--- config.mk ---
export PLATFORM = sky130hd
export DESIGN_NAME = fp_vec_engine
export DESIGN_NICKNAME = d
export VERILOG_FILES = /design/src/rtl/fp_vec_engine.sv
export SDC_FILE = /design/constraint.sdc
export NUM_CORES = 1
export LEC_CHECK = 0
export ABC_AREA = 1
export BUFFER_PORTS_ARGS = -buffer_cell sky130_fd_sc_hd__buf_2
export CAP_MARGIN = 40
export CORE_ASPECT_RATIO = 0.6
export CORE_MARGIN = 4
export CORE_UTILIZATION = 25
export DETAILED_ROUTE_END_ITERATION = 8
export PLACE_DENSITY = 0.38
export RECOVER_POWER = 25
export SKIP_CTS_REPAIR_TIMING = 1
export SYNTH_ARGS = -nofsm -noshare
export SYNTH_HDL_FRONTEND = slang
export SYNTH_SLANG_ARGS = --single-unit
--- constraint.sdc ---
create_clock -name clk -period 2.52 [get_ports clk]
set_clock_uncertainty 0.2 [all_clocks]
set_input_delay 0.504 -clock clk [delete_from_list [all_inputs] [get_ports clk]]
set_output_delay 0.504 -clock clk [all_outputs]
set_load 0.1 [all_outputs]
--- src/rtl/fp_vec_engine.sv ---
// fp_vec_engine: Avalon-MM vector front-end for the floating-point custom-instruction core.
// Software loads up to NUM_PAIRS operand pairs (A[i], B[i]), a COUNT and an opcode,
// then writes CTRL.start. The engine issues one core operation per pair, stores
// each result in R[i], and raises done (or error on a bad start / core timeout).
//
// Ports:
//   clk, reset_n          clock, asynchronous active-low reset
//   slave*                Avalon-MM slave (word addressed, readdatavalid pipelined)
//   irq                   level interrupt = irq_en & (done | error)
//   fp_clk_en, fp_start   core enable / 1-cycle start pulse
//   fp_n, fp_dataa/b      core opcode and operands
//   fp_done, fp_result    core completion pulse and result
//
// Register map (word addresses):
//   0x00 CTRL   W: [0] start, [1] irq_en, [15:8] opcode
//               R: [0] busy, [1] irq_en, [2] done, [3] error, [15:8] opcode
//   0x01 STATUS W1C [2] done, [3] error (reads back done/error in the same bits)
//   0x02 COUNT  [4:0]
//   0x10+i A[i], 0x20+i B[i] (R/W), 0x30+i R[i] (read-only)

// One operand/result slot.
module fp_vec_slot (
  input  logic        clk,
  input  logic        reset_n,
  input  logic        wr_a,
  input  logic        wr_b,
  input  logic        wr_r,
  input  logic [31:0] wdata,
  input  logic [31:0] result,
  output logic [31:0] a,
  output logic [31:0] b,
  output logic [31:0] r
);
  always_ff @(posedge clk or negedge reset_n) begin
    if (!reset_n) begin
      a <= '0;
      b <= '0;
      r <= '0;
    end else begin
      if (wr_a) a <= wdata;
      if (wr_b) b <= wdata;
      if (wr_r) r <= result;
    end
  end
endmodule

module fp_vec_engine #(
  parameter int NUM_PAIRS = 4,
  parameter int ADDR_W    = 6,
  parameter int TIMEOUT   = 64
) (
  input  logic              clk,
  input  logic              reset_n,
  input  logic [ADDR_W-1:0] slaveaddress,
  input  logic              slaveread,
  input  logic              slavewrite,
  input  logic [31:0]       slavewritedata,
  output logic [31:0]       slavereaddata,
  output logic              slavereaddatavalid,
  output logic              slavewaitrequest,
  output logic              irq,
  output logic              fp_clk_en,
  output logic              fp_start,
  output logic [7:0]        fp_n,
  output logic [31:0]       fp_dataa,
  output logic [31:0]       fp_datab,
  input  logic              fp_done,
  input  logic [31:0]       fp_result
);
  localparam int         IW    = (NUM_PAIRS > 1) ? $clog2(NUM_PAIRS) : 1;
  localparam int         DEPTH = 1 << IW;
  localparam int         TW    = $clog2(TIMEOUT + 1);
  localparam logic [4:0] NP5   = 5'(NUM_PAIRS);

  typedef enum logic [1:0] {S_IDLE, S_ISSUE, S_WAIT} state_t;
  state_t state, state_nxt;

  logic [4:0]          idx;
  logic [4:0]          count;
  logic [7:0]          opcode;
  logic                irq_en, done, error;
  logic [TW-1:0]       tmr;
  logic [DEPTH-1:0][31:0] a_q, b_q, r_q;

  // ---- address decode ----
  logic          hi_zero, slot_ok;
  logic [1:0]    region;
  logic [3:0]    sub;
  logic [IW-1:0] slot, cur;
  logic          is_ctrl, is_stat, is_cnt, is_a, is_b, is_r;

  assign hi_zero = ((slaveaddress >> 6) == '0);
  assign region  = slaveaddress[5:4];
  assign sub     = slaveaddress[3:0];
  assign slot_ok = ({1'b0, sub} < NP5);
  assign slot    = sub[IW-1:0];
  assign cur     = idx[IW-1:0];

  assign is_ctrl = hi_zero && (slaveaddress[5:0] == 6'h00);
  assign is_stat = hi_zero && (slaveaddress[5:0] == 6'h01);
  assign is_cnt  = hi_zero && (slaveaddress[5:0] == 6'h02);
  assign is_a    = hi_zero && (region == 2'd1) && slot_ok;
  assign is_b    = hi_zero && (region == 2'd2) && slot_ok;
  assign is_r    = hi_zero && (region == 2'd3) && slot_ok;

  // ---- control decode ----
  logic busy, wr, wr_ok, count_ok, start_req, start_acc, start_bad, busy_err;
  logic res_we, last, tmo, rd_acc;

  assign busy      = (state != S_IDLE);
  assign wr        = slavewrite & ~slaveread;   // a simultaneous read wins
  assign wr_ok     = wr & ~busy;
  assign count_ok  = (count != 5'd0) && (count <= NP5);
  assign start_req = wr & is_ctrl & slavewritedata[0] & ~busy;
  assign start_acc = start_req & count_ok;
  assign start_bad = start_req & ~count_ok;
  assign busy_err  = wr & busy & (is_ctrl | is_cnt | is_a | is_b);
  assign res_we    = (state == S_WAIT) & fp_done;
  assign last      = ((idx + 5'd1) == count);
  assign tmo       = (state == S_WAIT) & ~fp_done & (tmr == TW'(TIMEOUT - 1));

  // Reads of a result slot that has not been produced yet are held off; the
  // stall releases the cycle after idx moves past the slot.
  assign slavewaitrequest = slaveread & busy & is_r & ({1'b0, sub} >= idx);
  assign rd_acc           = slaveread & ~slavewaitrequest;

  assign irq = irq_en & (done | error);

  // ---- slots ----
  for (genvar g = 0; g < DEPTH; g++) begin : g_slot
    fp_vec_slot u_slot (
      .clk    (clk),
      .reset_n(reset_n),
      .wr_a   (wr_ok & is_a & (slot == IW'(g))),
      .wr_b   (wr_ok & is_b & (slot == IW'(g))),
      .wr_r   (res_we & (cur == IW'(g))),
      .wdata  (slavewritedata),
      .result (fp_result),
      .a      (a_q[g]),
      .b      (b_q[g]),
      .r      (r_q[g])
    );
  end

  // ---- FSM ----
  always_comb begin
    state_nxt = state;
    case (state)
      S_IDLE:  if (start_acc) state_nxt = S_ISSUE;
      S_ISSUE: state_nxt = S_WAIT;
      S_WAIT: begin
        if (fp_done)  state_nxt = last ? S_IDLE : S_ISSUE;
        else if (tmo) state_nxt = S_IDLE;
      end
      default: state_nxt = S_IDLE;
    endcase
  end

  // Operands are held through WAIT so multi-cycle cores see stable inputs.
  always_comb begin
    fp_clk_en = busy;
    fp_start  = (state == S_ISSUE);
    fp_n      = busy ? opcode   : 8'd0;
    fp_dataa  = busy ? a_q[cur] : 32'd0;
    fp_datab  = busy ? b_q[cur] : 32'd0;
  end

  always_ff @(posedge clk or negedge reset_n) begin
    if (!reset_n) begin
      state  <= S_IDLE;
      idx    <= '0;
      count  <= '0;
      opcode <= '0;
      irq_en <= 1'b0;
      done   <= 1'b0;
      error  <= 1'b0;
      tmr    <= '0;
    end else begin
      state <= state_nxt;

      if (state == S_ISSUE)     tmr <= '0;
      else if (state == S_WAIT) tmr <= tmr + TW'(1);

      if (start_acc)   idx <= '0;
      else if (res_we) idx <= idx + 5'd1;

      if (wr_ok & is_cnt) count <= slavewritedata[4:0];

      if (wr_ok & is_ctrl) begin
        irq_en <= slavewritedata[1];
        opcode <= slavewritedata[15:8];
      end

      // Hardware-raised events take priority over a same-cycle W1C.
      if (start_acc)                            done <= 1'b0;
      else if (res_we & last)                   done <= 1'b1;
      else if (wr & is_stat & slavewritedata[2]) done <= 1'b0;

      if (start_acc)                             error <= 1'b0;
      else if (start_bad | busy_err | tmo)       error <= 1'b1;
      else if (wr & is_stat & slavewritedata[3]) error <= 1'b0;
    end
  end

  // ---- read path ----
  logic [31:0] rd_mux;
  always_comb begin
    rd_mux = '0;
    if (is_ctrl)     rd_mux = {16'd0, opcode, 4'd0, error, done, irq_en, busy};
    else if (is_stat) rd_mux = {28'd0, error, done, 2'd0};
    else if (is_cnt)  rd_mux = {27'd0, count};
    else if (is_a)    rd_mux = a_q[slot];
    else if (is_b)    rd_mux = b_q[slot];
    else if (is_r)    rd_mux = r_q[slot];
  end

  always_ff @(posedge clk or negedge reset_n) begin
    if (!reset_n) begin
      slavereaddata      <= '0;
      slavereaddatavalid <= 1'b0;
    end else begin
      slavereaddatavalid <= rd_acc;
      if (rd_acc) slavereaddata <= rd_mux;
    end
  end
endmodule

==> impl_results.md, run 1 <==
- Status: complete, but fails checks
- Failing checks: negative hold slack, negative setup slack
- Synth Area per Inst: just under 8 µm²
- Ranking of synthesized cells by area: dfrtp_1 50%, nand2_1 14%, o21ai_0 10%
- CTS tree: built
- Endpoint class of the critical path: output pin
- Post-synth EDFFs: 0
- Remaining antenna violation count: 0
- H-tree Lvls: 2
- Unrepaired setup endpoints after global routing: true
- Tightest Pin Transition: between 1 and 1.5 ns
- Synth Warn #: 0
- Dpl ws: -0.0720 ns
- Internal power: slightly below 0.02 W
- Final Hold Vio Count: 1
- First-pass GRT wire length: about 140 mm
- Clock Power Share: 0.201
- Initial Util: 0.253
- Post-Synthesis Cells: 2860
- Net load switching power: between 0.015 and 0.02 W
- Layout cells sized above 1: 0.210
- Crit path kind: reg -> out
- Final period utilization: 1.19
- Final #Nets: approximately 3200
- Total track usage: 0.202
- Final Setup Violations: between 70 and 80
- Worst Path Max Fanout: 22
- Fraction of registers with async set/reset: 1.00
- Antenna violations before repair: 4
- Die X: just under 400 µm
- Comb pwr share: 0.533
- Worst rel slew slack: 0.294
- Worst Path Arrival: between 2 and 2.5 ns
- Final cell count without fillers: roughly 4300
- Setup ws final: -0.466 ns
- Switching share of power: 0.463
- Post-detailed-route via-to-cell ratio: about 4.9
- Post-synth top area share: 0.504
- Commonest cells post-synth: 800 x nand2_1, 456 x o21ai_0, 447 x dfrtp_1
- Mapped Area: roughly 22000 µm²
- Fmax: ~330 MHz
- Via count: 21239
- Routability cong.: roughly 0.83
- Detailed-route wire length: ~100 mm
- Initial DRC Count: 1976
- Slew Limit Fails: 0
- Syn-to-layout area delta: 35.5%
- Synth unique cells: 40
- # rows: 84
- Yosys top cell by area: dfrtp_1
- Yosys reg bits: ~450
- PortBufs: approximately 180
- HPWL after DPL: about 66 mm
- Worst VDD drop: slightly above 0.9 mV
- Leak pwr: ~14 nW
- Vias in the first global route: about 20000
- Syn_nets: approximately 3000
- FILL cells: approximately 9100
- Top-count cell post-synth: nand2_1
- Chip height: 239 µm
- Num ports: approximately 180
- Post-synthesis sequential area ratio: 0.504
- Final hold slack: -0.0161 ns
- TritonRoute pass-1 iters: 5
- Area of the core: 87800 µm²
- Num CTS Buffers: 49
- Total grt overflow: 0
- CTS root buf: clkbuf_16
- Routed wire per std cell: 23.2 µm
- Main flop type after synthesis: dfrtp_1
- Critical Path Start Type: flop
- Crit path time final: 2.99 ns
- CP required: 1.82 ns
- Total die area: between 90000 and 100000 µm²
- Clock slew at reported path FFs: about 0.06 ns
- DRC violations left: 0
- Flop pwr share: 0.266
- Placed cell count: around 4200
- Largest net degree at the start of global routing: 98
- CTS Buffer Depth: 3
- Pwr/cell area: 1210 nW/µm²
- Hold crit path type: in -> reg
- Latest clock arrival within the worst-skew pair: slightly above 0.6 ns
- Clk sinks: ~450
- Max-cap violations: 0
## cells by family after synthesis
group	count (synthesis)	share of synthesized area
AO/OA/AOI/OAI	862	0.202
buffers and inverters	413	0.0795
XOR/XNOR	3	0.00118
adder cells (fa/ha/maj)	13	0.00733
AND/OR/NAND/NOR	1122	0.206
flip-flops	447	0.504
## metal layers
layer  routed length, µm  track usage
met1               48700        0.306
met2               41700        0.295
met3                7530       0.0428
met4                2030       0.0433
met5                  12            0
## cell usage in the layout (no fill, tap or decap), drive strengths merged, types with 3 or more instances in the layout
cell	n
inv	231
ha	13
clkbuf	92
buf	364
nand2	803
a21oi	233
o21ai	595
o31ai	3
nand3	102
o2111ai	5
nor2	174
dlygate4sd3	9
nand4	36
dfrtp	447
o22ai	21
clkinv	6
## layout make-up
type / instances / area, µm² / share of cell area
tap: 1161 / 1450 / 0.0483
clock inverter: 12 / 136 / 0.00453
sequential: 447 / 11200 / 0.372
timing repair buffer: 393 / 4720 / 0.157
multi-input combinational: 2000 / 10300 / 0.341
clock buffer: 72 / 1420 / 0.0473
antenna: 1 / 2.50 / 0.0000832
inverter: 228 / 892 / 0.0297
## critical path: stages (launching register included)
cell	delay (ns)
dfrtp_4	0.49
buf_12	0.17
inv_12	0.14
buf_16	0.19
o21ai_1	0.13
a21oi_4	0.28
buf_12	0.22
## power groups by stage
stage | Sequential (W) | Combinational, W | Clock [W]
5_1_grt | 0.00987 | 0.0203 | 0.00782
6_report | 0.00968 | 0.0194 | 0.00731
2_1_floorplan | 0.00975 | 0.0104 | 0
3_5_place_dp | 0.00980 | 0.0171 | 0
4_1_cts | 0.00969 | 0.0171 | 0.00754
3_3_place_gp | 0.00978 | 0.0170 | 0
## worst paths after layout
check | slack (ns) | start | cells after the start | to
worst max register to register | 0.12 | idx[1] | 13 | state[0]
worst min register to register | 0.28 | g_slot[2].u_slot.a[24] | 2 | g_slot[2].u_slot.a[24]
max in group asynchronous | 0.09 | reset_n | 4 | g_slot[1].u_slot.r[21]
worst max-delay path | -0.47 | idx[0] | 6 | fp_datab[7]
worst min-delay path | -0.02 | slavewritedata[8] | 3 | opcode[0]
min in group asynchronous | 0.40 | reset_n | 2 | idx[3]
## stage by stage
step / total power [W] / area, µm² / util / TNS (ns)
after floorplan: 0.0201 / 22900 / - / -2.94
after global placement: 0.0268 / 27400 / 0.313 / -0.413
after detailed placement: 0.0269 / 27400 / 0.313 / -0.367
after CTS: 0.0343 / 29000 / 0.330 / -38.74
after global routing: 0.0380 / 30100 / 0.343 / -84.30
final: 0.0364 / 30100 / 0.343 / -28.76
## registers in the layout (all words and copies together) (netlist names)
signal,flops
slavereaddatavalid,1
count,5
opcode,8
slavereaddata,32
g_slot.u_slot.a,128
tmr,7
g_slot.u_slot.r,128
error,1
done,1
state,2
g_slot.u_slot.b,128
irq_en,1
idx,5
Power figures use the tool's default switching activity.
==> run 2, diff against run 1 <==
--- a/config.mk
+++ b/config.mk
@@ -14,6 +14,7 @@
 export DETAILED_ROUTE_END_ITERATION = 8
 export PLACE_DENSITY = 0.38
 export RECOVER_POWER = 25
+export REMOVE_ABC_BUFFERS = 1
 export SKIP_CTS_REPAIR_TIMING = 1
 export SYNTH_ARGS = -nofsm -noshare
 export SYNTH_HDL_FRONTEND = slang
==> run 2 against run 1 <==
  * Largest power group unchanged
  * Global-route usage is 1.2 points lower
  * Clock-buffer cell count is 1 higher
  * Die area stayed put
  * Via count is 1.6% lower
  * Final cell count is 0.21% lower
  * Wire length is 7.0% lower
  * Total power is 5.9% lower
  * Largest cell class unchanged
  * Sequential power is 0.4% lower
  * Sequential cell count stayed put
  * Critical path type unchanged
  * Core utilization is 0.94 points lower
  * Sequential share of layout area is 1.0 points higher
  * Non-clock buffer count is 10 lower
  * The flow finishes with violations (negative hold slack, max-capacitance violations, max-slew violations, negative setup slack)
==> impl_results.md, run 2 (synthesized netlist as in run 1, its figures left out) <==
- # rows: 84 (unchanged)
- Endpoint class of the critical path: output pin
- Routed wire per std cell: 21.6 µm (-6.8%)
- DRC violations left: 0 (unchanged)
- Net load switching power: 0.0156 W (-7.4%)
- Clk sinks: 447 (unchanged)
- Leak pwr: 13.4 nW (-1.3%)
- Most common cell after layout, fill and taps aside: nand2_1
- Final #Nets: 3196 (-0.34%)
- Worst r2r dst: slavereaddata[9]
- Initial DRC Count: 1832 (-7.3%)
- Status: complete, but fails checks
- Hold path cells: 3 (unchanged)
- Placed cell areas: 26700 µm² (-2.8%)
- TritonRoute pass-1 iters: 6 (+1)
- Max-cap violations: 1 (+1)
- Final hold slack: -0.0133 ns (+0.00286 ns)
- Most frequent cells in the layout: 792 x nand2_1, 445 x dfrtp_1, 407 x o21ai_0
- Routability cong.: 0.847 (+1.5%)
- Area of the multi-input gates: 9660 µm² (-5.8%)
- Num CTS Buffers: 48 (-2.0%)
- Final Hold Vio Count: 6 (+5)
- Die X: 393 µm (unchanged)
- Vias in the first global route: 20260 (+0.44%)
- PortBufs: 183 (unchanged)
- FILL cells: 9218 (+0.99%)
- Final period utilization: 1.19 (+0.00952)
- First-pass GRT wire length: 135 mm (-4.2%)
- Crit path time final: 3.01 ns (+0.0240 ns)
- Worst Hold End: g_slot[2].u_slot.r[16]
- Remaining antenna violation count: 0 (unchanged)
- Antenna violations before repair: 2 (-2)
- HPWL after DPL: 60.9 mm (-7.8%)
- Worst rel slew slack: -0.00286 (-0.296)
- Internal power: 0.0187 W (-4.5%)
- Total die area: 93800 µm² (unchanged)
- Layout cells sized above 1: 0.186 (-0.0233)
- Clock Power Share: 0.212 (+0.011)
- CTS tree: built
- R2r startpoint: idx[2]
- Worst Path Max Fanout: 21 (-4.5%)
- Final instance area: 29300 µm² (-2.7%)
- Crit path kind: reg -> out
- R2r setup slk: 0.07 ns (-0.05 ns)
- CTS Buffer Depth: 3 (unchanged)
- Slew Limit Fails: 39 (+39)
- Fmax: 332 MHz (-0.80%)
- Worst Hold Launch: fp_result[16]
- Comb pwr share: 0.506 (-0.027)
- H-tree Lvls: 2 (unchanged)
- Detailed-route wire length: 93.0 mm (-7.0%)
- Flop pwr share: 0.282 (+0.016)
- Clock slew at reported path FFs: 0.07 ns (about the same)
- Area of the core: 87800 µm² (unchanged)
- CTS root buf: clkbuf_16
- Post-detailed-route via-to-cell ratio: 4.86 (-1.3%)
- Latest clock arrival within the worst-skew pair: 0.64 ns (+0.02 ns)
- Initial Util: 0.253 (unchanged)
- Critical Path Start Type: flop
- Largest net degree at the start of global routing: 65 (-34%)
- Worst VDD drop: 0.800 mV (-12%)
- Total grt overflow: 0 (unchanged)
- Switching share of power: 0.455 (-0.00756)
- Tightest Pin Transition: 1.50 ns (+0.445 ns)
- Failing checks: negative hold slack, max-capacitance violations, max-slew violations, negative setup slack
- Hold crit path type: in -> reg
- CP required: 1.82 ns (about the same)
- Worst Path Arrival: 2.31 ns (+0.03 ns)
- Reg2reg path depth: 13 (unchanged)
- Register area: 11200 µm² (unchanged)
- Final Setup Violations: 71 (-5.3%)
- Total track usage: 0.191 (-0.0115)
- Syn-to-layout area delta: 31.8%
- Num ports: 184 (unchanged)
- Chip height: 239 µm (unchanged)
- Pwr/cell area: 1170 nW/µm² (-3.2%)
- Biggest regs: g_slot.u_slot.a (128), g_slot.u_slot.b (128), g_slot.u_slot.r (128)
- Via count: 20909 (-1.6%)
- Unrepaired setup endpoints after global routing: true
- Setup ws final: -0.490 ns (-0.0240 ns)
## run 2: cell count changes in the layout (fill, tap and decap cells not counted), sizes merged, moves of 3 or more
cell / change
dlygate4sd3: +12
clkbuf: -4
clkinv: +5
inv: -3
buf: -17
## run 2: layer usage
metal / vias up / share of wire / track usage
li1: 9891 / - / -
met1: 10304 / 0.50 / 0.294
met2: 616 / 0.43 / 0.280
met3: 98 / 0.057 / 0.0280
met4: 0 / 0.018 / 0.0423
met5: - / 0 / 0
## run 2: power groups by stage
| stage | logic (W) | clock network (W) | registers [W] |
|---|---|---|---|
| after floorplan | 0.00864 | 0 | 0.0100 |
| after global placement | 0.0155 | 0 | 0.00968 |
| after detailed placement | 0.0155 | 0 | 0.00973 |
| after CTS | 0.0156 | 0.00750 | 0.00962 |
| after global routing | 0.0184 | 0.00782 | 0.00983 |
| final | 0.0173 | 0.00727 | 0.00964 |
## run 2: worst max path at each step
stage                     startpoint                     end  depth (start not counted)
after detailed placement      idx[0]             fp_datab[4]                          6
after global routing          idx[0]             fp_datab[4]                          6
after global placement     slaveread  g_slot[3].u_slot.a[22]                          8
after floorplan               idx[0]             fp_dataa[4]                          4
after CTS                     idx[0]             fp_datab[4]                          6
final                         idx[0]            fp_datab[29]                          6
## run 2: layout make-up
cell class,count,share of cell area
Antenna cell,1,0.0000855
Tap cell,1161,0.0497
Clock inverter,12,0.00500
Timing Repair Buffer,383,0.154
Multi-Input combinational cell,2000,0.330
Sequential cell,447,0.383
Inverter,228,0.0298
Clock buffer,73,0.0491
## run 2: worst max-delay path: stages, from the launching register on
cell and delay [ns]:
dfrtp_4 0.53, buf_12 0.18, buf_16 0.18, a21oi_1 0.14
o21ai_1 0.09, a21oi_2 0.31, buf_12 0.22
## run 2: metrics by stage
| stage | setup TNS [ns] | worst slack [ns] | power (W) | instances | utilization |
|---|---|---|---|---|---|
| after floorplan | -1015.19 | -4.24 | 0.0186 | 2675 | - |
| final | -26.32 | -0.490 | 0.0342 | 4305 | 0.333 |
| after global placement | -1.39 | -0.0512 | 0.0252 | 4176 | 0.304 |
| after global routing | -33.65 | -0.584 | 0.0360 | 4304 | 0.333 |
| after CTS | -36.70 | -0.709 | 0.0327 | 4261 | 0.322 |
| after detailed placement | -0.0542 | -0.0282 | 0.0253 | 4176 | 0.304 |
==> run 3, diff against run 2 <==
--- a/config.mk
+++ b/config.mk
@@ -7,10 +7,10 @@
 export LEC_CHECK = 0
 export ABC_AREA = 1
 export BUFFER_PORTS_ARGS = -buffer_cell sky130_fd_sc_hd__buf_2
-export CAP_MARGIN = 40
-export CORE_ASPECT_RATIO = 0.6
+export CAP_MARGIN = 10
 export CORE_MARGIN = 4
 export CORE_UTILIZATION = 25
+export CTS_CLUSTER_DIAMETER = 200
 export DETAILED_ROUTE_END_ITERATION = 8
 export PLACE_DENSITY = 0.38
 export RECOVER_POWER = 25
==> run 3 against run 2 <==
  * The flow finishes with violations (negative hold slack, negative setup slack)
  * Critical path type unchanged
  * Core utilization shrank 0.059 points
  * Worst hold slack lost 0.0043 ns
  * Global-route usage shrank 0.39 points
  * Die area shrank 0.17%
  * Register-to-register slack gained 0.02 ns
  * Wire length shrank 0.50%
  * Maximum frequency shrank 6.1%
  * Sequential power is essentially flat
  * Combinational power grew 2%
  * Sequential share of layout area shrank 0.14 points
==> impl_results.md, run 3 (synthesized netlist as in run 1, its figures left out) <==
- Critical Path Start Type: flop
- Routed wire per std cell: 21.5 µm (-0.57%)
- Routability cong.: 0.827 (-2.3%)
- Reg2reg path depth: 11 (-2)
- WP depth: 6 (unchanged)
- Total power draw: 0.0358 W (+4.6%)
- Most frequent cells in the layout: 792 x nand2_1, 444 x dfrtp_1, 437 x o21ai_0
- Hold crit path type: in -> reg
- CTS Buffer Depth: 3 (unchanged)
- Clk sinks: 447 (unchanged)
- Flop pwr share: 0.269 (-0.013)
- Leak pwr: 13.5 nW (+0.68%)
- Status: complete, but fails checks
- Largest net degree at the start of global routing: 65 (unchanged)
- Slew Limit Fails: 0 (-100%)
- Via count: 20806 (-0.49%)
- Switching share of power: 0.443 (-0.0125)
- First-pass GRT wire length: 134 mm (-0.59%)
- H-tree Lvls: 2 (unchanged)
- Syn-to-layout area delta: 32.3%
- Core Util, Final: 0.333 (-0.000591)
- Worst rel slew slack: 0.107 (+0.110)
- Internal power: 0.0200 W (+7.0%)
- Worst VDD drop: 1.04 mV (+30%)
- Area of the core: 88200 µm² (+0.55%)
- Worst path max stage delay: 0.58 ns (+0.05 ns)
- PortBufs: 183 (unchanged)
- Final Hold Vio Count: 11 (+5)
- Chip height: 306 µm (+28%)
- Layout cells sized above 1: 0.182 (-0.00471)
- Latest clock arrival within the worst-skew pair: 0.63 ns (about the same)
- Worst Hold Launch: slavewritedata[9]
- Final #Nets: 3187 (-0.28%)
- Worst Path Arrival: 2.50 ns (+0.19 ns)
- Final period utilization: 1.27 (+0.0773)
- Die X: 306 µm (-22%)
- Comb pwr share: 0.493 (-0.013)
- CTS tree: built
- Fmax: 312 MHz (-6.1%)
- Crit-path cells: clkinv_8, buf_4, clkbuf_16, o21ai_0, a21oi_2, buf_12
- Crit path time final: 3.21 ns (+0.195 ns)
- Initial DRC Count: 1602 (-13%)
- Final instance area: 29400 µm² (+0.37%)
- Endpoint class of the critical path: output pin
- FILL cells: 9243 (+0.27%)
- Clock Power Share: 0.237 (+0.025)
- Biggest regs: g_slot.u_slot.a (128), g_slot.u_slot.b (128), g_slot.u_slot.r (128)
- Remaining antenna violation count: 0 (unchanged)
- Most common cell after layout, fill and taps aside: nand2_1
- Detailed-route wire length: 92.6 mm (-0.50%)
- # rows: 109 (+30%)
- Net load switching power: 0.0159 W (+1.8%)
- Setup ws final: -0.685 ns (-0.195 ns)
- Hold path cells: 3 (unchanged)
- Setup TNS: -35.31 ns (-8.99 ns)
- Pwr/cell area: 1220 nW/µm² (+4.3%)
- CP required: 1.82 ns (about the same)
- Final Setup Violations: 74 (+4.2%)
- Num CTS Buffers: 55 (+15%)
- Failing checks: negative hold slack, negative setup slack
- Post-detailed-route via-to-cell ratio: 4.83 (-0.56%)
- Crit path kind: reg -> out
- Antenna violations before repair: 2 (unchanged)
- Clock slew at reported path FFs: 0.06 ns (about the same)
- DRC violations left: 0 (unchanged)
- HPWL after DPL: 57.8 mm (-5.2%)
- Placed cell areas: 26500 µm² (-0.67%)
- Max-cap violations: 0 (-1)
- Critical Path Start: idx[0]
- Worst Path Max Fanout: 20 (-4.8%)
- Vias in the first global route: 20333 (+0.36%)
- Num ports: 184 (unchanged)
- Final hold slack: -0.0175 ns (-0.00429 ns)
- Total die area: 93600 µm² (-0.17%)
- Total track usage: 0.187 (-0.00392)
- TritonRoute pass-1 iters: 6 (unchanged)
- Crit path buf inv count: 4 (+1)
- Tightest Pin Transition: 1.34 ns (-0.165 ns)
- CTS root buf: clkbuf_16
- Delay-heaviest family, CP: buffers and inverters
- Initial Util: 0.252 (-0.00137)
- Unrepaired setup endpoints after global routing: true
- CP max-delay cell: dfrtp_4
- R2r startpoint: state[1]
- Total grt overflow: 0 (unchanged)
-- run 3: cell types whose count changed in the layout (fill, tap and decap cells not counted), moves of 4 or more --
cell and delta:
a21oi_1 +21, a21oi_2 -22, buf_6 -8, bufinv_16 +4, clkbuf_1 +4, clkbuf_16 +9, clkbuf_8 +7, clkinv_2 -4
dlygate4sd3_1 -11, o21ai_0 +30, o21ai_1 -27
-- run 3: final cells by class --
type                    instances  area [µm²]  area share
well taps                    1165        1460      0.0496
inverters                     228         885      0.0301
multi-input cells            2000        9570       0.326
clock buffers                  87        1710      0.0581
flip-flops and latches        447       11200       0.381
diodes                          1        2.50   0.0000852
clock inverters                13         226     0.00771
repair buffers                367        4320       0.147
-- run 3: tightest hold or removal path: cells and delay by family --
family / cells / cell delay [ns]
AO/OA/AOI/OAI: 1 / 0.06
buffers and inverters: 1 / 0.14
AND/OR/NAND/NOR: 1 / 0.06
-- run 3: power groups by stage --
stage          registers, W  logic [W]  clock network, W
6_report            0.00965     0.0177           0.00850
5_1_grt             0.00983     0.0186           0.00902
4_1_cts             0.00962     0.0157           0.00872
3_5_place_dp        0.00973     0.0157                 0
3_3_place_gp        0.00970     0.0156                 0
2_1_floorplan        0.0100    0.00864                 0
-- run 3: layer usage --
metal / track usage / vias up / routed length, µm
met3: 0.0285 / 108 / 5450
met2: 0.305 / 681 / 42800
met4: 0.0434 / 0 / 2010
met1: 0.261 / 10145 / 42300
li1: - / 9872 / -
met5: 0 / - / 0
-- run 3: path summary, 6_finish.rpt --
| path | to | slack (ns) |
|---|---|---|
| max in group asynchronous | g_slot[3].u_slot.b[30] | 0.01 |
| min in group asynchronous | tmr[4] | 0.50 |
| setup / recovery | fp_datab[7] | -0.69 |
| hold reg to reg | slavereaddata[14] | 0.27 |
| hold / removal | opcode[1] | -0.02 |
| setup reg to reg | g_slot[2].u_slot.b[15] | 0.09 |
-- run 3: per-stage QoR --
step | instances | worst slack (ns)
floorplan | 2675 | -4.24
global placement | 4159 | -0.124
detailed placement | 4159 | -0.120
CTS | 4259 | -0.822
global route | 4307 | -0.677
finish | 4308 | -0.685
